### src/rtl/reg_file_sequencer_pkg.sv
// Shared constants for reg_file_sequencer: opcode classes, FSM state encoding,
// instruction field offsets and write-back source encodings.
package reg_file_sequencer_pkg;

    localparam int OPC_W  = 16;
    localparam int ADDR_W = 4;

    // Instruction layout: [31:16] opcode, [11:8] addr_1, [7:4] addr_2, [3:0] addr_3.
    localparam int INSTR_OPC_LSB   = 16;
    localparam int INSTR_ADDR1_LSB = 8;
    localparam int INSTR_ADDR2_LSB = 4;
    localparam int INSTR_ADDR3_LSB = 0;

    localparam logic [3:0] OPC_ALU_NIB   = 4'h1;
    localparam logic [7:0] OPC_READ      = 8'h22;
    localparam logic [7:0] OPC_READ_RAM  = 8'h92;
    localparam logic [7:0] OPC_WRITE_RAM = 8'h91;

    typedef logic [2:0] state_t;

    localparam state_t ST_IDLE     = 3'd0;
    localparam state_t ST_ISSUE    = 3'd1;
    localparam state_t ST_ALU_WAIT = 3'd2;
    localparam state_t ST_RAM_WAIT = 3'd3;
    localparam state_t ST_WB       = 3'd4;
    localparam state_t ST_RDOUT    = 3'd5;

    localparam logic WB_SRC_ALU = 1'b0;
    localparam logic WB_SRC_RAM = 1'b1;

endpackage

### src/rtl/reg_file_sequencer_seq_op_decode.sv
// Combinational opcode-to-class decoder; exactly one class output is high
// for any opcode, with is_illegal covering everything undecodable.
module seq_op_decode
    import reg_file_sequencer_pkg::*;
(
    input  logic [OPC_W-1:0] op,
    output logic             is_alu,
    output logic             is_read,
    output logic             is_ram_rd,
    output logic             is_ram_wr,
    output logic             is_illegal
);

    // Only the upper byte carries class information.
    logic unused_op_low;
    assign unused_op_low = ^op[7:0];

    always_comb begin
        is_alu     = (op[15:12] == OPC_ALU_NIB);
        is_read    = (op[15:8] == OPC_READ);
        is_ram_rd  = (op[15:8] == OPC_READ_RAM);
        is_ram_wr  = (op[15:8] == OPC_WRITE_RAM);
        is_illegal = !(is_alu || is_read || is_ram_rd || is_ram_wr);
    end

endmodule

### src/rtl/reg_file_sequencer.sv
// Register-file sequencer FSM: one instruction at a time through ISSUE, an
// ALU/RAM wait, write-back or read-out. Define SEQ_TIMEOUT_EN for a wait watchdog.
module reg_file_sequencer
    import reg_file_sequencer_pkg::*;
#(
    parameter int DATA_WIDTH = 16
`ifdef SEQ_TIMEOUT_EN
    , parameter int TIMEOUT_CYCLES = 255
`endif
) (
    input  logic                  clk,
    input  logic                  reset,
    input  logic                  instr_valid,
    output logic                  instr_ready,
    input  logic [31:0]           instr,
    output logic [OPC_W-1:0]      opcode,
    output logic [ADDR_W-1:0]     addr_1,
    output logic [ADDR_W-1:0]     addr_2,
    output logic [ADDR_W-1:0]     addr_3,
    output logic                  write_enable,
    output logic                  wb_src,
    output logic                  alu_start,
    input  logic                  alu_done,
    output logic                  ram_req,
    output logic                  ram_we,
    input  logic                  ram_ack,
    input  logic [DATA_WIDTH-1:0] read_data_reg,
    output logic [DATA_WIDTH-1:0] rd_data,
    output logic                  rd_valid,
    output logic                  illegal_op,
    output logic                  busy,
    output logic [2:0]            state_dbg
`ifdef SEQ_TIMEOUT_EN
    , output logic                timeout_err
`endif
);

    // Handshake: an instruction transfers on a rising edge where
    // instr_valid && instr_ready; instr_ready is high only in IDLE.
    state_t                  state_q, state_d;
    logic [OPC_W-1:0]        opcode_q, opcode_d, dec_op;
    logic [ADDR_W-1:0]       addr_1_q, addr_1_d, addr_2_q, addr_2_d, addr_3_q, addr_3_d;
    logic                    write_enable_q, write_enable_d;
    logic                    wb_src_q, wb_src_d;
    logic                    alu_start_q, alu_start_d;
    logic                    ram_req_q, ram_req_d;
    logic                    ram_we_q, ram_we_d;
    logic [DATA_WIDTH-1:0]   rd_data_q, rd_data_d;
    logic                    rd_valid_q, rd_valid_d;
    logic                    illegal_op_q, illegal_op_d;
    logic                    instr_ready_q, instr_ready_d;
    logic                    busy_q, busy_d;
    logic                    accept;
    logic                    is_alu, is_read, is_ram_rd, is_ram_wr, is_illegal;
    logic                    unused_instr_gap;

    assign unused_instr_gap = ^instr[15:12];
    assign accept           = instr_valid && instr_ready_q;

    // In IDLE the decoder looks at the incoming word so the ISSUE-cycle
    // strobes can be registered at the accept edge.
    assign dec_op = (state_q == ST_IDLE) ? instr[INSTR_OPC_LSB +: OPC_W] : opcode_q;

    seq_op_decode u_dec (
        .op         (dec_op),
        .is_alu     (is_alu),
        .is_read    (is_read),
        .is_ram_rd  (is_ram_rd),
        .is_ram_wr  (is_ram_wr),
        .is_illegal (is_illegal)
    );

`ifdef SEQ_TIMEOUT_EN
    localparam logic [7:0] WAIT_LAST = 8'(TIMEOUT_CYCLES - 1);
    logic [7:0] wait_cnt_q, wait_cnt_d;
    logic       timeout_err_q, timeout_err_d;
    logic       wait_expired;
    assign wait_expired = (wait_cnt_q == WAIT_LAST);
`endif

    always_comb begin
        state_d        = state_q;
        opcode_d       = opcode_q;
        addr_1_d       = addr_1_q;
        addr_2_d       = addr_2_q;
        addr_3_d       = addr_3_q;
        write_enable_d = 1'b0;
        wb_src_d       = wb_src_q;
        alu_start_d    = 1'b0;
        ram_req_d      = ram_req_q;
        ram_we_d       = ram_we_q;
        rd_data_d      = rd_data_q;
        rd_valid_d     = 1'b0;
        illegal_op_d   = 1'b0;
`ifdef SEQ_TIMEOUT_EN
        wait_cnt_d     = wait_cnt_q;
        timeout_err_d  = 1'b0;
`endif
        case (state_q)
            ST_IDLE: begin
                if (accept) begin
                    state_d      = ST_ISSUE;
                    opcode_d     = instr[INSTR_OPC_LSB +: OPC_W];
                    addr_1_d     = instr[INSTR_ADDR1_LSB +: ADDR_W];
                    addr_2_d     = instr[INSTR_ADDR2_LSB +: ADDR_W];
                    addr_3_d     = instr[INSTR_ADDR3_LSB +: ADDR_W];
                    alu_start_d  = is_alu;
                    ram_req_d    = is_ram_rd || is_ram_wr;
                    ram_we_d     = is_ram_wr;
                    illegal_op_d = is_illegal;
                end
            end
            ST_ISSUE: begin
`ifdef SEQ_TIMEOUT_EN
                wait_cnt_d = '0;
`endif
                if (is_alu) begin
                    state_d = ST_ALU_WAIT;
                end else if (is_ram_rd || is_ram_wr) begin
                    state_d = ST_RAM_WAIT;
                end else if (is_read) begin
                    state_d = ST_RDOUT;
                end else begin
                    state_d = ST_IDLE;
                end
            end
            ST_ALU_WAIT: begin
                if (alu_done) begin
                    wb_src_d       = WB_SRC_ALU;
                    write_enable_d = 1'b1;
                    state_d        = ST_WB;
                end
`ifdef SEQ_TIMEOUT_EN
                else if (wait_expired) begin
                    timeout_err_d = 1'b1;
                    state_d       = ST_IDLE;
                end else begin
                    wait_cnt_d = wait_cnt_q + 8'd1;
                end
`endif
            end
            ST_RAM_WAIT: begin
                if (ram_ack) begin
                    ram_req_d = 1'b0;
                    ram_we_d  = 1'b0;
                    if (is_ram_rd) begin
                        wb_src_d       = WB_SRC_RAM;
                        write_enable_d = 1'b1;
                        state_d        = ST_WB;
                    end else begin
                        state_d = ST_IDLE;
                    end
                end
`ifdef SEQ_TIMEOUT_EN
                else if (wait_expired) begin
                    ram_req_d     = 1'b0;
                    ram_we_d      = 1'b0;
                    timeout_err_d = 1'b1;
                    state_d       = ST_IDLE;
                end else begin
                    wait_cnt_d = wait_cnt_q + 8'd1;
                end
`endif
            end
            ST_WB: begin
                state_d = ST_IDLE;
            end
            ST_RDOUT: begin
                rd_data_d  = read_data_reg;
                rd_valid_d = 1'b1;
                state_d    = ST_IDLE;
            end
            default: begin
                state_d = ST_IDLE;
            end
        endcase

        // Leaving an instruction parks the register-file buses at zero.
        if (state_d == ST_IDLE) begin
            opcode_d = '0;
            addr_1_d = '0;
            addr_2_d = '0;
            addr_3_d = '0;
        end
        instr_ready_d = (state_d == ST_IDLE);
        busy_d        = (state_d != ST_IDLE);
    end

    always_ff @(posedge clk or posedge reset) begin
        if (reset) begin
            state_q        <= ST_IDLE;
            opcode_q       <= '0;
            addr_1_q       <= '0;
            addr_2_q       <= '0;
            addr_3_q       <= '0;
            write_enable_q <= 1'b0;
            wb_src_q       <= WB_SRC_ALU;
            alu_start_q    <= 1'b0;
            ram_req_q      <= 1'b0;
            ram_we_q       <= 1'b0;
            rd_data_q      <= '0;
            rd_valid_q     <= 1'b0;
            illegal_op_q   <= 1'b0;
            instr_ready_q  <= 1'b1;
            busy_q         <= 1'b0;
        end else begin
            state_q        <= state_d;
            opcode_q       <= opcode_d;
            addr_1_q       <= addr_1_d;
            addr_2_q       <= addr_2_d;
            addr_3_q       <= addr_3_d;
            write_enable_q <= write_enable_d;
            wb_src_q       <= wb_src_d;
            alu_start_q    <= alu_start_d;
            ram_req_q      <= ram_req_d;
            ram_we_q       <= ram_we_d;
            rd_data_q      <= rd_data_d;
            rd_valid_q     <= rd_valid_d;
            illegal_op_q   <= illegal_op_d;
            instr_ready_q  <= instr_ready_d;
            busy_q         <= busy_d;
        end
    end

`ifdef SEQ_TIMEOUT_EN
    always_ff @(posedge clk or posedge reset) begin
        if (reset) begin
            wait_cnt_q    <= '0;
            timeout_err_q <= 1'b0;
        end else begin
            wait_cnt_q    <= wait_cnt_d;
            timeout_err_q <= timeout_err_d;
        end
    end
    assign timeout_err = timeout_err_q;
`endif

    assign instr_ready  = instr_ready_q;
    assign opcode       = opcode_q;
    assign addr_1       = addr_1_q;
    assign addr_2       = addr_2_q;
    assign addr_3       = addr_3_q;
    assign write_enable = write_enable_q;
    assign wb_src       = wb_src_q;
    assign alu_start    = alu_start_q;
    assign ram_req      = ram_req_q;
    assign ram_we       = ram_we_q;
    assign rd_data      = rd_data_q;
    assign rd_valid     = rd_valid_q;
    assign illegal_op   = illegal_op_q;
    assign busy         = busy_q;
    assign state_dbg    = state_q;

endmodule

### config.mk
export PLATFORM = sky130hd
export DESIGN_NAME = reg_file_sequencer
export DESIGN_NICKNAME = d
export VERILOG_FILES = /design/src/rtl/reg_file_sequencer_pkg.sv /design/src/rtl/reg_file_sequencer_seq_op_decode.sv /design/src/rtl/reg_file_sequencer.sv
export SDC_FILE = /design/constraint.sdc
export NUM_CORES = 1
export LEC_CHECK = 0
export BUFFER_PORTS_ARGS = -buffer_cell sky130_fd_sc_hd__buf_2
export CORE_MARGIN = 2
export CORE_UTILIZATION = 30
export CTS_CLUSTER_DIAMETER = 60
export CTS_CLUSTER_SIZE = 16
export DETAILED_ROUTE_END_ITERATION = 16
export PLACE_DENSITY = 0.62
export SETUP_SLACK_MARGIN = 0.1
export SLEW_MARGIN = 10
export SYNTH_ARGS = -nofsm -noshare
export SYNTH_HDL_FRONTEND = slang
export SYNTH_SLANG_ARGS = --single-unit
### constraint.sdc
create_clock -name clk -period 3.9 [get_ports clk]
set_input_delay 0.78 -clock clk [delete_from_list [all_inputs] [get_ports clk]]
set_output_delay 0.78 -clock clk [all_outputs]
set_load 0.01 [all_outputs]
==> reports/qor.log <==
[route] routed wire length per instance 13.7 um
[synth] Top FF cell, synth dfrtp_1
[min_path] startpoint of the lowest-slack hold path wb_src
[critical_path] worst reg2reg endpoint addr_1[0]
[critical_path] required time at the worst-slack endpoint 4.09 ns
[floorplanning] Initial Utilization 30.7%
[floorplanning] Chip Height 92.8 um
[global_routing] number of antenna violations at the first check in global routing 0
[critical_path] reg-to-reg setup timing slack 1.62 ns
[pwr] Psw 716 uW
[min_path] hold depth 2
[layout] post-route non-filler standard cell count 419
[cts] post-CTS setup buffer count 0
[critical_path] crit start category register
[critical_path] crit path max fanout 27
[run] max-capacitance violation count 0
[synth] synthesized cell area 2360 um^2
[floorplanning] number of top-level pins 109
[global_routing] global-route usage over all layers 13.8%
[synth] Yosys warnings 0
[synth] main area contributors after synthesis dfrtp_1 (58%), a22o_1 (10%), nand2_1 (8.9%), nand3_1 (1.5%), nand2b_1 (1.3%)
[cts] library cell used as clock root buffer clkbuf_8
[synth] FF+latch count, synth 56
[route] Final ANT Viol Nets 0
[route] detailed-route wire length 5730 um
[critical_path] sort of element at the end of the critical path register
[route] total vias in the final route 1959
[synth] number of enable flip-flop cells after synthesis 0
[cts] buffer levels on the longest clock path 2
[cts] depth of the CTS H-tree 2
[pwr] part of the total power dissipated in combinational logic 37.6%
[global_routing] first-pass GRT wire length 9470 um
[critical_path] kind of critical path reg -> reg
[timing] Final Hold Viols 0
[timing] Tightest Pin Transition 1.15 ns
[min_path] path type of the worst min-delay path reg -> reg
[synth] share of the synthesized area in the top cell type 58.2%
[cts] Reg clk slew, reported paths 0.10 ns
[global_routing] vias in the first global route 1866
[floorplanning] number of placement rows 32
[synth] sequential area share after synthesis 59.3%
[timing] maximum operating frequency 439 MHz
[floorplanning] die area 8600 um^2
[global_routing] gr ovfl total 0
[layout] number of nets in the layout 369
[synth] most frequent cell after synthesis nand2_1
[timing] Rel. slew slack 23.7%
[cts] Sink Count 56
[floorplanning] core area 7690 um^2
[layout] Util after Layout 39.8%
[outcome] status finished, final reports clean
[layout] fill count 814
[pwr] Sw Ratio 37.0%
[critical_path] R2R cell count 6
[synth] mean cell area of the mapped netlist 11.2 um^2
[cts] TritonCTS buffer count 5
[timing] # setup viols final 0
[critical_path] arrival time of data at the critical path endpoint 2.47 ns
[route] Vias per Instance 4.68
[pwr] maximum VDD drop 0.000200 V
[synth] most frequent cells after synthesis nand2_1 (56), dfrtp_1 (55), a22o_1 (27), nand3_1 (7), clkbuf_1 (6)
[pwr] fraction of power consumed by sequential logic 45.5%
[pwr] Int Power 1.22 mW
[cts] insertion delay of the later-clocked pin in the worst-skew pair 0.30 ns
[synth] library cells used by synthesis 40
[timing] final slew viol count 0
[global_routing] pin count of the biggest net entering global routing 39
[route] first-pass detailed-route iteration total 5
[placed_design] count of placed standard cells including taps 411
[layout] area grow syn2layout 29.6%
[placed_design] detailed-placement wirelength estimate 4210 um
[timing] Fin Clk Skew 0.00657 ns
[layout] proportion of layout cells with a drive suffix above 1 39.7%
[pwr] Leakage Power 1.64 nW
[timing] setup repair after global routing missed its margin false
[pwr] clock power share 16.8%
[floorplanning] Chip Width 92.8 um
[timing] sum of negative setup slack 0 ns
[placed_design] DP Worst Slack 1.35 ns
[synth] post-synth net total 264
[timing] final worst-path cycle share 58.4%
[cts] clock tree from TritonCTS yes
[min_path] Worst Hold Path EP wb_src
[synth] post-synthesis instance total 211
[pwr] Cell Pwr Density 632 nW/um^2
[synth] largest area contributor in the netlist dfrtp_1
[synth] async set-reset flop share out of synthesis 100%
[route] drc violations 0
[critical_path] beginning of the worst register-to-register path state_dbg[0]
[placed_design] gp weighted congestion 0.752
[cts] number of gates given a new drive strength after cts 0
[route] DRC violation total after the first TritonRoute iteration 120
[layout] antenna cells 0
[timing] shortest clock period the worst path allows after layout 2.28 ns
[placed_design] IO Port Bufs 104
[timing] final setup margin 1.62 ns
[cts] Hold Buf Count CTS 0
flip-flops by register name, indices dropped and copies added (netlist names), 3 cells and up:
signal and flops:
opcode 16, state_dbg 3, addr_2 4, rd_data 16, addr_1 4, addr_3 4
worst max-delay path by stage:
stage	start	endpoint	cells after the start
4_1_cts	state_dbg[0]	addr_1[0]	6
5_1_grt	state_dbg[0]	ram_req	4
3_5_place_dp	instr[29]	addr_2[0]	7
6_report	state_dbg[0]	addr_1[0]	6
2_1_floorplan	instr[30]	opcode[15]	7
3_3_place_gp	instr[29]	addr_1[2]	7
per-stage QoR:
| step | cell area, um^2 | hold WS [ns] | total power, mW |
|---|---|---|---|
| 3_5_place_dp | 2970 | 0.456 | 1.63 |
| 3_3_place_gp | 2970 | 0.455 | 1.62 |
| 4_1_cts | 3060 | 0.481 | 1.97 |
| 6_report | 3060 | 0.478 | 1.93 |
| 2_1_floorplan | 2360 | 0.509 | 1.36 |
| 5_1_grt | 3060 | 0.507 | 2.08 |
critical path: stages (launching register included):
cell and delay (ns):
dfrtp_1 0.49, nor3_4 0.35, mux2i_2 0.35, o41ai_4 0.14, or3b_1 0.38, buf_4 0.23, a22o_1 0.22
cells by family (layout without fill, tap and decap cells):
logic type,after synthesis,after routing,share of synthesized area (%)
AOI/OAI and AO/OA,43,43,15.4
buffers and inverters,12,118,3.18
DFF,56,56,59.3
xor gates and xnor gates,1,1,0.371
and+or+nand+nor,97,97,20.5
muxes,2,2,1.22
placed cells by master (no fill, tap or decap), types with 2 or more instances in the layout:
| cell | count |
|---|---|
| nand3_1 | 7 |
| o21ai_0 | 4 |
| nand2b_1 | 5 |
| or3b_2 | 2 |
| a22o_1 | 27 |
| clkinv_2 | 2 |
| nor4_1 | 3 |
| nor2_1 | 4 |
| buf_4 | 3 |
| nand3b_1 | 2 |
| nand2_1 | 56 |
| dfrtp_1 | 55 |
| a21oi_1 | 3 |
| nor2b_1 | 4 |
| buf_2 | 104 |
| nor3_1 | 4 |
| and4bb_2 | 2 |
| clkbuf_8 | 6 |
per-layer routing:
metal	vias up	track usage (%)	routed length, um
met5	-	0	0
met4	0	3.68	48
met3	6	3.25	333
met2	54	22.3	2780
met1	947	18.8	2570
li1	952	-	-
final cells by class:
type | count | area (um^2) | area share (%)
timing repair buffer | 107 | 543 | 17.7
sequential | 56 | 1400 | 45.8
clock inverter | 2 | 10.0 | 0.327
clock buffer | 6 | 82.6 | 2.70
tap | 102 | 128 | 4.17
multi-input combinational | 143 | 886 | 28.9
inverter | 3 | 11.3 | 0.368
power by group through the flow:
stage | Clock, mW | Combinational (mW) | Sequential (mW)
after floorplan | 0 | 0.389 | 0.966
after global placement | 0 | 0.730 | 0.889
after global routing | 0.361 | 0.809 | 0.909
after detailed placement | 0 | 0.739 | 0.892
final | 0.326 | 0.728 | 0.881
after CTS | 0.342 | 0.742 | 0.884
No activity file was read; power rests on OpenSTA's default activity.
